<file path="src/rtl/uart_stim_pkg.sv">
// Shared types and helpers for the uart_stim_tx serial frame generator.
// frame_cycles() gives the start-to-start spacing of back-to-back frames.
package uart_stim_pkg;

  typedef enum logic [2:0] {
    ST_IDLE,
    ST_START,
    ST_DATA,
    ST_PAR,
    ST_STOP,
    ST_GAP,
    ST_BREAK
  } state_t;

  localparam int PAR_NONE = 0;
  localparam int PAR_ODD  = 1;
  localparam int PAR_EVEN = 2;

  function automatic int frame_cycles(input int cpb, input int dataBits, input int parity,
                                      input int stopBits, input int gapBits);
    return cpb * (1 + dataBits + ((parity != PAR_NONE) ? 1 : 0) + stopBits + gapBits) + 1;
  endfunction

endpackage

</file>
<file path="src/rtl/uart_stim_tx_fifo.sv">
// Synchronous FIFO with registered full/level; a push while full is dropped
// unless a pop happens in the same cycle.
module sync_fifo #(
  parameter int DATA_W = 8,
  parameter int DEPTH  = 16
) (
  input  logic                     i_clk,
  input  logic                     i_reset,
  input  logic                     i_push,
  input  logic [DATA_W-1:0]        i_data,
  input  logic                     i_pop,
  output logic [DATA_W-1:0]        o_head,
  output logic                     o_full,
  output logic [$clog2(DEPTH):0]   o_level
);

  localparam int PTR_W = $clog2(DEPTH);
  localparam logic [PTR_W:0] FULL_LEVEL = (PTR_W + 1)'(DEPTH);

  logic [DATA_W-1:0] r_mem [DEPTH];
  logic [PTR_W-1:0]  r_wrPtr;
  logic [PTR_W-1:0]  r_rdPtr;
  logic              w_doPush;
  logic              w_doPop;
  logic [PTR_W:0]    w_levelNext;

  assign w_doPop  = i_pop && (o_level != '0);
  assign w_doPush = i_push && (!o_full || w_doPop);
  assign o_head   = r_mem[r_rdPtr];

  always_comb begin
    w_levelNext = o_level;
    if (w_doPush && !w_doPop)
      w_levelNext = o_level + 1'b1;
    else if (!w_doPush && w_doPop)
      w_levelNext = o_level - 1'b1;
  end

  always_ff @(posedge i_clk) begin
    if (w_doPush)
      r_mem[r_wrPtr] <= i_data;
  end

  // Power-of-two depth lets the pointers wrap by plain overflow.
  always_ff @(posedge i_clk) begin
    if (i_reset) begin
      r_wrPtr <= '0;
      r_rdPtr <= '0;
      o_level <= '0;
      o_full  <= 1'b0;
    end else begin
      if (w_doPush)
        r_wrPtr <= r_wrPtr + 1'b1;
      if (w_doPop)
        r_rdPtr <= r_rdPtr + 1'b1;
      o_level <= w_levelNext;
      o_full  <= (w_levelNext == FULL_LEVEL);
    end
  end

endmodule

</file>
<file path="src/rtl/uart_stim_tx.sv">
// FIFO-fed asynchronous serial transmitter with configurable frame format
// and a line-break mode; all outputs are registered.
module uart_stim_tx
  import uart_stim_pkg::*;
#(
  parameter int CLKS_PER_BIT = 8,
  parameter int DATA_BITS    = 8,
  parameter int PARITY       = 0,
  parameter int STOP_BITS    = 1,
  parameter int GAP_BITS     = 0,
  parameter int BREAK_BITS   = 12,
  parameter int FIFO_DEPTH   = 16
) (
  input  logic                          clk,
  input  logic                          reset,
  input  logic                          wr_en,
  input  logic [DATA_BITS-1:0]          wr_data,
  input  logic                          break_req,
  output logic                          full,
  output logic [$clog2(FIFO_DEPTH):0]   level,
  output logic                          busy,
  output logic                          tx
);

  localparam int BAUD_W = $clog2(CLKS_PER_BIT);
  localparam logic [BAUD_W-1:0] BAUD_LAST  = BAUD_W'(CLKS_PER_BIT - 1);
  localparam logic [15:0]       DATA_LAST  = 16'(DATA_BITS - 1);
  localparam logic [15:0]       STOP_LAST  = 16'(STOP_BITS - 1);
  localparam logic [15:0]       GAP_LAST   = 16'(GAP_BITS - 1);
  localparam logic [15:0]       BREAK_LAST = 16'(BREAK_BITS - 1);
  localparam bit                HAS_PAR    = (PARITY != PAR_NONE);
  localparam bit                HAS_GAP    = (GAP_BITS > 0);

  state_t                r_state;
  logic [BAUD_W-1:0]     r_baud;
  logic [15:0]           r_bitCnt;
  logic [DATA_BITS-1:0]  r_shift;
  logic                  r_parity;
  logic [DATA_BITS-1:0]  w_head;
  logic                  w_pop;
  logic                  w_bitEnd;
  logic                  w_parBit;

  // Pop only when IDLE actually launches a frame; break wins over data.
  assign w_pop    = (r_state == ST_IDLE) && !break_req && (level != '0);
  assign w_bitEnd = (r_baud == BAUD_LAST);
  assign w_parBit = (PARITY == PAR_EVEN) ? r_parity : ~r_parity;

  sync_fifo #(
    .DATA_W (DATA_BITS),
    .DEPTH  (FIFO_DEPTH)
  ) u_fifo (
    .i_clk   (clk),
    .i_reset (reset),
    .i_push  (wr_en),
    .i_data  (wr_data),
    .i_pop   (w_pop),
    .o_head  (w_head),
    .o_full  (full),
    .o_level (level)
  );

  // tx is always loaded with the value of the bit being entered, so the
  // line changes on the same edge as the state.
  always_ff @(posedge clk) begin
    if (reset) begin
      r_state  <= ST_IDLE;
      r_baud   <= '0;
      r_bitCnt <= '0;
      r_shift  <= '0;
      r_parity <= 1'b0;
      tx       <= 1'b1;
      busy     <= 1'b0;
    end else begin
      r_baud <= (r_state == ST_IDLE || w_bitEnd) ? '0 : r_baud + 1'b1;
      case (r_state)
        ST_IDLE: begin
          r_bitCnt <= '0;
          if (break_req) begin
            r_state <= ST_BREAK;
            tx      <= 1'b0;
            busy    <= 1'b1;
          end else if (level != '0) begin
            r_state  <= ST_START;
            r_shift  <= w_head;
            r_parity <= ^w_head;
            tx       <= 1'b0;
            busy     <= 1'b1;
          end else begin
            tx   <= 1'b1;
            busy <= 1'b0;
          end
        end
        ST_START: begin
          if (w_bitEnd) begin
            r_state <= ST_DATA;
            tx      <= r_shift[0];
          end
        end
        ST_DATA: begin
          if (w_bitEnd) begin
            if (r_bitCnt == DATA_LAST) begin
              r_bitCnt <= '0;
              if (HAS_PAR) begin
                r_state <= ST_PAR;
                tx      <= w_parBit;
              end else begin
                r_state <= ST_STOP;
                tx      <= 1'b1;
              end
            end else begin
              r_bitCnt <= r_bitCnt + 16'd1;
              r_shift  <= r_shift >> 1;
              tx       <= r_shift[1];
            end
          end
        end
        ST_PAR: begin
          if (w_bitEnd) begin
            r_state <= ST_STOP;
            tx      <= 1'b1;
          end
        end
        ST_STOP: begin
          if (w_bitEnd) begin
            if (r_bitCnt == STOP_LAST) begin
              r_bitCnt <= '0;
              tx       <= 1'b1;
              if (HAS_GAP) begin
                r_state <= ST_GAP;
              end else begin
                r_state <= ST_IDLE;
                busy    <= 1'b0;
              end
            end else begin
              r_bitCnt <= r_bitCnt + 16'd1;
            end
          end
        end
        ST_GAP: begin
          if (w_bitEnd) begin
            if (r_bitCnt == GAP_LAST) begin
              r_bitCnt <= '0;
              r_state  <= ST_IDLE;
              busy     <= 1'b0;
            end else begin
              r_bitCnt <= r_bitCnt + 16'd1;
            end
          end
        end
        ST_BREAK: begin
          if (w_bitEnd) begin
            if (r_bitCnt == BREAK_LAST) begin
              r_bitCnt <= '0;
              r_state  <= ST_STOP;
              tx       <= 1'b1;
            end else begin
              r_bitCnt <= r_bitCnt + 16'd1;
            end
          end
        end
        default: begin
          r_state <= ST_IDLE;
          tx      <= 1'b1;
          busy    <= 1'b0;
        end
      endcase
    end
  end

endmodule

</file>
<file path="config.mk">
export PLATFORM = sky130hd
export DESIGN_NAME = uart_stim_tx
export DESIGN_NICKNAME = d
export VERILOG_FILES = /design/src/rtl/uart_stim_pkg.sv /design/src/rtl/uart_stim_tx_fifo.sv /design/src/rtl/uart_stim_tx.sv
export SDC_FILE = /design/constraint.sdc
export NUM_CORES = 1
export LEC_CHECK = 0
export BUFFER_PORTS_ARGS = -buffer_cell sky130_fd_sc_hd__buf_2
export CAP_MARGIN = 20
export CORE_AREA = 5 5 184 115
export CTS_BUF_LIST = sky130_fd_sc_hd__clkbuf_8
export DETAILED_ROUTE_END_ITERATION = 7
export DIE_AREA = 0 0 189 120
export PLACE_DENSITY = 0.58
export SYNTH_ARGS = -nofsm -noshare
export SYNTH_HDL_FRONTEND = slang
export SYNTH_SLANG_ARGS = --single-unit
</file>
<file path="constraint.sdc">
create_clock -name clk -period 7.7 [get_ports clk]
set_input_delay 0 -clock clk [delete_from_list [all_inputs] [get_ports clk]]
set_output_delay 0 -clock clk [all_outputs]
set_load 0.05 [all_outputs]
</file>
# Word level (Yosys, flattened, before mapping)
# Memory sizes are Yosys's and may differ from the RTL's. A register that Yosys moved wholly into a read port is not among the register bits.
# Index checks and enable logic that the tools add are counted.
[totals] out_inout_bits=8 ram_bits=128 regBits=46 word_cells=119 n_memories=1 in_bits=12
[classes] eq_ne=25 muxes=51 n_reduce_logical=24 n_bitwise=2 add_sub_neg=6
[mem_list] memory="u_fifo.r_mem" words=16 width=8 read_ports=1 rd_clocked_by_memory_dff=1 write_ports=1 line_no="uart_stim_tx_fifo.sv:20" text="logic [DATA_W-1:0] r_mem [DEPTH];"
[ops] op="$mux 16" n=8
[ops] op="$pmux 16 s5" n=1
[ops] op="$mux 3" n=12
[ops] op="$mux 8" n=4
[ops] op="$ne 2x2->1 const B" n=12
[ops] op="$pmux 3 s7" n=1
[ops] op="$mux 1" n=18
[ops] op="$add 16x1->16 const B" n=1
[ops] op="$eq 16x16->1 const B" n=1
[ops] op="$eq 16x3->1 const B" n=1
[ops] op="$eq 16x4->1 const B" n=1
[ops] op="$logic_not 16->1" n=1
[ops] op="$pmux 8 s2" n=1
[ops] op="$reduce_and 5->1" n=3
[ops] op="$eq 3x3->1 const B" n=4
[ops] op="$reduce_and 11->1" n=1
[ops] op="$mux 5" n=2
[ops] op="$reduce_bool 5->1" n=2
[ops] op="$add 4x1->4 const B" n=2
[ops] op="$mux 4" n=2
[ops] op="$reduce_and 8->1" n=1
[ops] op="$pmux 1 s7" n=1
[ops] op="$eq 3x2->1 const B" n=2
[ops] op="$logic_and 1x1->1" n=6
[ops] op="other kinds (15)" n=20

# Logic depth before layout (Yosys ltp)
# Gate-level depths: netlist of run 1.
[depth] ltp_word=11 depth_mapped=10 depth_no_buf=8

# Modules after synthesis
# Synthesis of run 1 repeated with hierarchy kept, for this count alone.
[unflattened] cells_unflattened=509 hier_area_um2=7536.0
[by_module_without_submodules] module="sync_fifo" instances=1 area_each_um2=5869.4 seq_area_each_um2=4204.0 cells_each=308
[by_module_without_submodules] module="uart_stim_tx" instances=1 area_each_um2=1666.6 seq_area_each_um2=640.6 cells_each=201

# Worst setup path before layout of run 1
# No wires, ideal clock.
[synth_timing] path_kind="reg2reg" start="reg u_fifo.o_level[0]" end="mem u_fifo.r_mem[0][0], enable pin" t_arrival_ns=2.733 stages_incl_launch_ff=9 setup_ns=0.383 path_slack_ns=4.584 t_required_ns=7.317 period_less_slack_ns=3.116 path_buffers=1 path_cell_list="dfxtp_1 > inv_1 > ha_1 > nor4b_4 > or3_1 > buf_2 > a21boi_4 > nand2_1 > nor3_1"
[synth_between] elab_chain_len=7
[synth_lines] element="start: declaration" line_no="uart_stim_tx_fifo.sv:14" text="output logic [$clog2(DEPTH):0] o_level"
[synth_lines] element="start signal: assignment" line_no="uart_stim_tx_fifo.sv:56" text="o_level <= w_levelNext;"
[synth_lines] element="$reduce_bool 5->1 (*)" line_no="uart_stim_tx_fifo.sv:27, uart_stim_tx.sv:45"
[synth_lines] element="$logic_and 1x1->1" line_no="uart_stim_tx.sv:45" text="assign w_pop = (r_state == ST_IDLE) && !break_req && (level != '0);"
[synth_lines] element="$logic_and 1x1->1 (*)" line_no="uart_stim_tx_fifo.sv:27" text="assign w_doPop = i_pop && (o_level != '0);"
[synth_lines] element="$logic_or 1x1->1 (*)" line_no="uart_stim_tx_fifo.sv:28" text="assign w_doPush = i_push && (!o_full || w_doPop);"
[synth_lines] element="$logic_and 1x1->1 (*)" line_no="uart_stim_tx_fifo.sv:28"
[synth_lines] element="$mux 1 (*)" line_no="uart_stim_tx_fifo.sv:40" text="if (w_doPush)"
[synth_lines] element="$mux 1 (implied by the code) (*)" line_no="uart_stim_tx_fifo.sv:41" text="r_mem[r_wrPtr] <= i_data;"
[synth_lines] element="end: declaration" line_no="uart_stim_tx_fifo.sv:20"
# Mark *: on every way between the ends. The rest lies on a longest branch, timed or not.

# Worst setup path in the final report of run 1
[layout_timing] start="reg u_fifo.o_level[0]" end="mem u_fifo.r_mem[2][3], enable pin"
# The elaborated chain is that of the path after synthesis.

==> results of run 1 <==
## worst min path at each step
stage	startpoint	endpoint	slack, ns	depth (start not counted)
finish	reset	flip-flop	0.06	2
detailed placement	wr_en	u_fifo.o_level[1]$_SDFF_PP0_	0.42	4
global placement	wr_en	u_fifo.o_level[1]$_SDFF_PP0_	0.41	4
global route	reset	u_fifo.r_rdPtr[0]$_SDFFE_PP0P_	0.03	2
floorplan	reset	u_fifo.o_level[4]$_SDFF_PP0_	0.08	1
CTS	reset	u_fifo.r_wrPtr[0]$_SDFFE_PP0P_	0.03	2
## metrics by stage
stage / utilization, % / cell area (um2) / total power, mW / setup WS (ns)
2_1_floorplan: - / 7570 / 1.69 / 4.58
3_3_place_gp: 40.4 / 7860 / 1.82 / 4.63
3_5_place_dp: 40.4 / 7860 / 1.84 / 4.41
4_1_cts: 42.7 / 8320 / 2.43 / 4.38
5_1_grt: 42.8 / 8330 / 2.54 / 4.36
6_report: 42.8 / 8330 / 2.42 / 4.60
## flip-flops by register name, summed over array words and instances (netlist names), named ones only
register,cells
u_fifo.r_mem,128
tx,1
r_state,3
u_fifo.o_level,5
r_baud,3
u_fifo.r_wrPtr,4
r_bitCnt,16
u_fifo.r_rdPtr,4
r_shift,8
u_fifo.o_full,1
busy,1
## kinds of logic (layout without fill, tap and decap cells)
kind of cell,count (synthesis),in the layout
simple gates,180,180
flops,178,178
compound gates,72,72
mux,46,46
buf+inv,37,79
xor+xnor,23,23
fa+ha+maj,12,12
## final cells by class
class,instances,area [um2]
multi-input combinational,333,2540
clock inverter,15,121
fill,1728,11100
clock buffer,17,234
tap,252,315
timing repair buffer,33,223
inverter,14,52.6
sequential,178,4850
## power groups by stage
stage	sequential (mW)	clock, mW	combinational (mW)
4_1_cts	1.15	0.608	0.666
3_3_place_gp	1.17	0	0.653
3_5_place_dp	1.18	0	0.660
6_report	1.16	0.592	0.668
5_1_grt	1.17	0.652	0.722
2_1_floorplan	1.19	0	0.497
## placed cells by master, fill, tap and decap left out, types with 4 or more instances in the layout
master | Yosys | layout
o211ai_1 | 5 | 5
ha_1 | 12 | 12
edfxtp_1 | 128 | 128
nor2b_1 | 7 | 7
xor2_1 | 11 | 11
mux4_2 | 23 | 23
or3_1 | 4 | 4
o21ai_0 | 13 | 13
inv_1 | 14 | 18
buf_2 | 6 | 20
a21oi_1 | 15 | 15
clkbuf_8 | 0 | 17
nor2_1 | 66 | 66
dfxtp_1 | 50 | 49
nand2b_1 | 8 | 8
xnor2_1 | 12 | 12
nor3_1 | 17 | 17
nand3_1 | 9 | 9
a211oi_1 | 9 | 9
nand2_1 | 32 | 32
and2_1 | 6 | 6
a221o_1 | 4 | 4
dlygate4sd3_1 | 0 | 10
mux2i_1 | 23 | 23
nor4_1 | 5 | 5
nand4_1 | 11 | 11
a221oi_1 | 7 | 7
## routing by layer
layer	routed length (um)	track usage (%)	part of all wire [%]	vias to the layer above
met4	212	4.37	1.2	0
met2	6840	20.2	40	193
li1	-	-	-	2123
met3	1610	4.24	9.4	16
met1	8520	25.0	50	2265
met5	0	0	0	-
==> Implementation_results.wiki, run 1 <==
{| class="wikitable"
! Metric !! Value
|-
| Outcome || complete, no violations
|-
| Compound-cell area share of the yosys netlist || slightly above 7%
|-
| Post-CTS setup buffer count || 0
|-
| Critical Path End Type || flip-flop
|-
| CP top delay family || simple AND/OR/NAND/NOR gates
|-
| Clock tree root driver cell || clkbuf_8
|-
| Average footprint of a synthesized cell || 13.8 um2
|-
| Die height || 120 um
|-
| Post-synth ARST share || 0%
|-
| Part of the total power dissipated in sequential elements || about 48%
|-
| Clock tree buffer depth || 2
|-
| DRC || 0
|-
| Later-pin clock latency in the skew report || 0.46 ns
|-
| I/O pin total || 20
|-
| Final total negative setup slack || 0 ns
|-
| Number of buffer cells added on primary ports || 19
|-
| Via total after detailed routing || 4597
|-
| Fraction of the yosys area taken by sequential cells || roughly 64%
|-
| Area fraction in and, or, nand and nor cells after synthesis || 11.9%
|-
| Post-synth top flop || edfxtp_1
|-
| Dominant combinational cell family by area after synthesis || simple AND/OR/NAND/NOR gates
|-
| Adder-cell area share of the yosys netlist || 1.98%
|-
| Pwr dens || roughly 290 nW/um2
|-
| Setup-failing EPs final || 0
|-
| Via density per instance || 5.46
|-
| Number of hold buffers added after CTS || 10
|-
| Buffers plus inverters on the worst setup path || 1
|-
| Placed Cells || roughly 800
|-
| Layout cell share with drive strength beyond 1 || 15.1%
|-
| Relative slew margins || ~31%
|-
| Chip Width || 189 um
|-
| Number of non-filler instances in the completed layout || 842
|-
| Final Max Slew Viols || 0
|-
| Post-detailed-routing wire length || about 17000 um
|-
| Clock-pin slew of the registers on the worst-case setup and hold paths || 0.09 ns
|-
| Switching power || 805 uW
|-
| Leak pwr || 2.69 nW
|-
| Worst hold path class || in -> reg
|-
| GRT Util Overall || between 10% and 20%
|-
| Period utilization || 40.2%
|-
| Fraction of synthesized cell area taken by the top area cell type || 50.7%
|-
| H-tree depth reported by CTS || 4
|-
| Maximum vdd drop || 0.200 mV
|-
| Die ar. || about 23000 um2
|-
| Number of sinks handled by clock tree synthesis || 178
|-
| Clock tree from TritonCTS || yes
|-
| Global placement routability congestion || 0.874
|-
| Detailed-routing iteration count for the pre-antenna-repair pass || 5
|-
| Number of placement rows || 40
|-
| Vias in the first global route || 4361
|-
| Number of antenna violations at the first check in global routing || 0
|-
| Final setup skew || 0.0132 ns
|-
| Top fanout value on the critical path || 8
|-
| Count of cell instances traversed by the critical path || 7
|-
| Number of violations reported at the end of detailed-routing iteration 0 || 606
|-
| HPWL Detailed || 11700 um
|-
| Unrepaired setup endpoints after global routing || no
|-
| Capture instance of the worst register-to-register path || u_fifo.r_mem[2][3]$_DFFE_PP_
|-
| Reported max-cap violation count || 0
|-
| Post-synthesis mux area share || 9.88%
|-
| FF-to-FF Start || u_fifo.o_level[0]$_SDFF_PP0_
|-
| Total standard cell area after synthesis || approximately 7600 um2
|-
| Most frequent cells after synthesis || 128 x edfxtp_1, 66 x nor2_1, 50 x dfxtp_1
|-
| Post-synth top area cell || edfxtp_1
|-
| Effective utilization at floorplan || 38.9%
|-
| Master of the slowest instance on the critical path || nor3_1
|-
| Largest cells by area after synthesis || edfxtp_1 51%, dfxtp_1 13%, mux4_2 6.8%
|-
| Longest individual stage delay on the worst path || 0.79 ns
|-
| Cell internal pwr || between 1.5 and 2 mW
|-
| Num CTS Buffers || 17
|-
| Post-CTS sizing || 0
|-
| Switching part of the total power || between 30% and 40%
|-
| Hold WS || 0.0585 ns
|-
| Post-route antenna net violation count || 0
|-
| Maximum number of pins on one net before global-route repair || 43
|-
| Global-route wire length before repair || 26400 um
|-
| Final routed wire length divided by cell count || 20.4 um
|-
| Nets || 601
|-
| Floorplan core area || 19500 um2
|-
| Comb power frac || 27.6%
|-
| Count of inserted antenna diode cells || 0
|-
| Number of enable flip-flop cells after synthesis || 128
|-
| Critical Path End || u_fifo.r_mem[2][3]$_DFFE_PP_
|-
| Slew @ Worst Pin || 1.03 ns
|-
| WP data required || 7.78 ns
|-
| GRT overflow || 0
|-
| Kind of critical path || reg -> reg
|-
| Number of standard cells after synthesis || 548
|-
| Final critical delay including setup and external delays || just over 3 ns
|-
| Number of hold violations in the final report || 0
|-
| Distinct cell type count after synthesis || 56
|-
| Total nets after synthesis || 572
|-
| Number of synthesized register bits || ~180
|-
| Top-count cell post-synth || edfxtp_1
|-
| Timing startpoint of the critical path || u_fifo.o_level[0]$_SDFF_PP0_
|-
| Yosys warning count || 0
|-
| Length in cells of the worst reg-to-reg path || 7
|-
| Clk network pwr share || 24.5%
|-
| Critical Path Start Type || flip-flop
|-
| Area added between synthesis and finish || 9.98%
|-
| R2R setup slack || between 4 and 5 ns
|-
| Cell chain of the critical path || inv_1, ha_1, nor4b_4, or3_1, a21boi_4, nand2_1, nor3_1
|-
| Data arrival time at the worst-slack endpoint || 3.18 ns
|-
| Share of the synthesized netlist area taken by xor and xnor gates || 2.66%
|-
| Fmax || 323 MHz
|}
(Power assumes the default switching activity.)
==> run 2, diff against run 1 <==
==> constraint.sdc (replaced) <==
create_clock -name clk -period 3.2 [get_ports clk]
set_input_delay 0 -clock clk [delete_from_list [all_inputs] [get_ports clk]]
set_output_delay 0 -clock clk [all_outputs]
set_load 0.05 [all_outputs]
==> Implementation_results.wiki, run 2 (same netlist as run 1, synthesis figures left out) <==
{| class="wikitable"
! Metric !! Value
|-
| Pwr dens || 698 nW/um2
|-
| Critical hold path startpoint || reset
|-
| Maximum vdd drop || 0.389 mV
|-
| Sequential cell area in the final layout || 4850 um2
|-
| Clk network pwr share || 25.4%
|-
| Cell internal pwr || 3.88 mW
|-
| Number of sinks handled by clock tree synthesis || 178
|-
| Worst path setup slack after routing || 0.413 ns
|-
| Post-route antenna net violation count || 0
|-
| Kind of critical path || reg -> reg
|-
| Number of hold violations in the final report || 0
|-
| Outcome || complete, no violations
|-
| Switching power || 2.03 mW
|-
| Worst hold path class || in -> reg
|-
| Maximum number of pins on one net before global-route repair || 36
|-
| Die ar. || 22700 um2
|-
| Vias in the first global route || 4444
|-
| Chip Width || around 190 um
|-
| Total length of routed met2 wires || 6650 um
|-
| Clock tree root driver cell || clkbuf_8
|-
| Routed length on met3 || ~1200 um
|-
| Clock tree from TritonCTS || yes
|-
| H-tree depth reported by CTS || 4
|-
| HPWL Detailed || 11700 um
|-
| I/O pin total || 20
|-
| Comb power frac || 27.1%
|-
| Setup-failing EPs final || 0
|-
| Clock-pin slew of the registers on the worst-case setup and hold paths || 0.11 ns
|-
| GRT Util Overall || 15.4%
|-
| Number of antenna violations at the first check in global routing || 0
|-
| Clock tree buffer depth || 2
|-
| Floorplan core area || 19500 um2
|-
| Data arrival time at the worst-slack endpoint || around 2.9 ns
|-
| Num CTS Buffers || 17
|-
| Effective utilization at floorplan || between 30% and 40%
|-
| Final routed wire length divided by cell count || 19.6 um
|-
| Metal-1 WL || between 8000 and 9000 um
|-
| Most used cells in the layout excluding fill and tap cells || 128 x edfxtp_1, 66 x nor2_1, 49 x dfxtp_1
|-
| Final total negative setup slack || 0 ns
|-
| Slew @ Worst Pin || 0.748 ns
|-
| Global placement routability congestion || 0.920
|-
| Flip-flop count of the largest register after layout || about 130
|-
| Timing startpoint of the critical path || u_fifo.o_level[0]$_SDFF_PP0_
|-
| Number of placement rows || 40
|-
| Number of violations reported at the end of detailed-routing iteration 0 || between 400 and 500
|-
| Register with the most flip-flops || u_fifo.r_mem
|-
| Total of fill cells in the finished design || around 1700
|-
| Critical Path Start Type || flip-flop
|-
| Final Max Slew Viols || 0
|-
| Via total after detailed routing || 4665
|-
| Period utilization || 87.1%
|-
| Fmax || 359 MHz
|-
| DRC || 0
|-
| Area added between synthesis and finish || 11.9%
|-
| Post-CTS setup buffer count || 0
|-
| Leading cell type in the layout, fill and taps excluded || edfxtp_1
|-
| Die height || 120 um
|-
| Count of inserted antenna diode cells || 0
|-
| Post-detailed-routing wire length || 16800 um
|-
| Final setup skew || 0.0170 ns
|-
| Detailed-routing iteration count for the pre-antenna-repair pass || 5
|-
| Final critical delay including setup and external delays || 2.79 ns
|-
| FF-to-FF Start || u_fifo.o_level[0]$_SDFF_PP0_
|-
| Later-pin clock latency in the skew report || 0.47 ns
|-
| Relative slew margins || 49.9%
|-
| Part of the total power dissipated in sequential elements || 47.5%
|-
| Area taken by multi-input logic gates || 2540 um2
|-
| Via density per instance || about 5.5
|-
| Registers with the highest flip-flop counts || u_fifo.r_mem: 128 flops, r_bitCnt: 16 flops, r_shift: 8 flops
|-
| Global-route wire length before repair || roughly 26000 um
|-
| Leak pwr || roughly 2.8 nW
|-
| Top fanout value on the critical path || 8
|-
| Post-layout total power || 5.91 mW
|-
| Nets || 613
|-
| GRT overflow || 0
|-
| WP data required || approximately 3.3 ns
|-
| Switching part of the total power || between 30% and 40%
|-
| Critical Path End Type || flip-flop
|-
| Number of buffer cells added on primary ports || 19
|-
| Reported max-cap violation count || 0
|-
| Pre-CTS setup slack || 0.412 ns
|-
| Layout cell share with drive strength beyond 1 || 17.4%
|-
| Unrepaired setup endpoints after global routing || no
|-
| Highest routing layer actually used || met4
|}
[run 2: routing by layer]
layer,vias to the layer above,GRT usage (%)
met1,2351,24.9
li1,2158,-
met5,-,0
met4,0,4.46
met3,19,3.55
met2,137,20.0
[run 2: worst paths after layout]
| path | to | slack (ns) | cells past startpoint |
|---|---|---|---|
| min reg2reg | r_baud[0]$_SDFF_PP0_ | 0.44 | 1 |
| min | u_fifo.r_wrPtr[1]$_SDFFE_PP0P_ | 0.05 | 2 |
| max | u_fifo.r_mem[11][2]$_DFFE_PP_ | 0.41 | 7 |
| max reg2reg | u_fifo.r_mem[11][2]$_DFFE_PP_ | 0.41 | 7 |
[run 2: layout make-up]
type / instances / share of cell area, %
multi-input combinational: 333 / 29.9
inverter: 14 / 0.620
tap: 252 / 3.72
clock buffer: 17 / 2.76
sequential: 178 / 57.2
clock inverter: 15 / 1.93
timing repair buffer: 45 / 3.87
[run 2: stage by stage]
stage / hold slack (ns) / cell area, um2 / cells / util [%]
floorplan: 0.0798 / 7570 / 548 / -
global placement: 0.409 / 7980 / 812 / 41.0
detailed placement: 0.427 / 7980 / 812 / 41.0
CTS: 0.0271 / 8480 / 854 / 43.5
global route: 0.0591 / 8480 / 854 / 43.5
finish: 0.0472 / 8480 / 854 / 43.5
[run 2: what timing repair did]
item / 4_1_cts / 5_1_grt
gates resized for setup: 0 / 0
hold buffers: 10 / 0
hold endpoints to repair: 123 / 0
[run 2: power groups by stage]
stage                     registers (mW)  clock network (mW)  logic, mW
final                               2.81                1.50       1.60
after global routing                2.84                1.65       1.74
after CTS                           2.81                1.54       1.61
after detailed placement            2.86                   0       1.59
after global placement              2.85                   0       1.57
after floorplan                     2.87                   0       1.20
[run 2: critical path, cell delays in order, from the launching register on]
cell,delay [ns]
dfxtp_1,0.45
inv_1,0.12
ha_1,0.21
nor4b_4,0.15
or3_1,0.50
a21boi_4,0.32
nand2_2,0.15
nor2_1,0.53
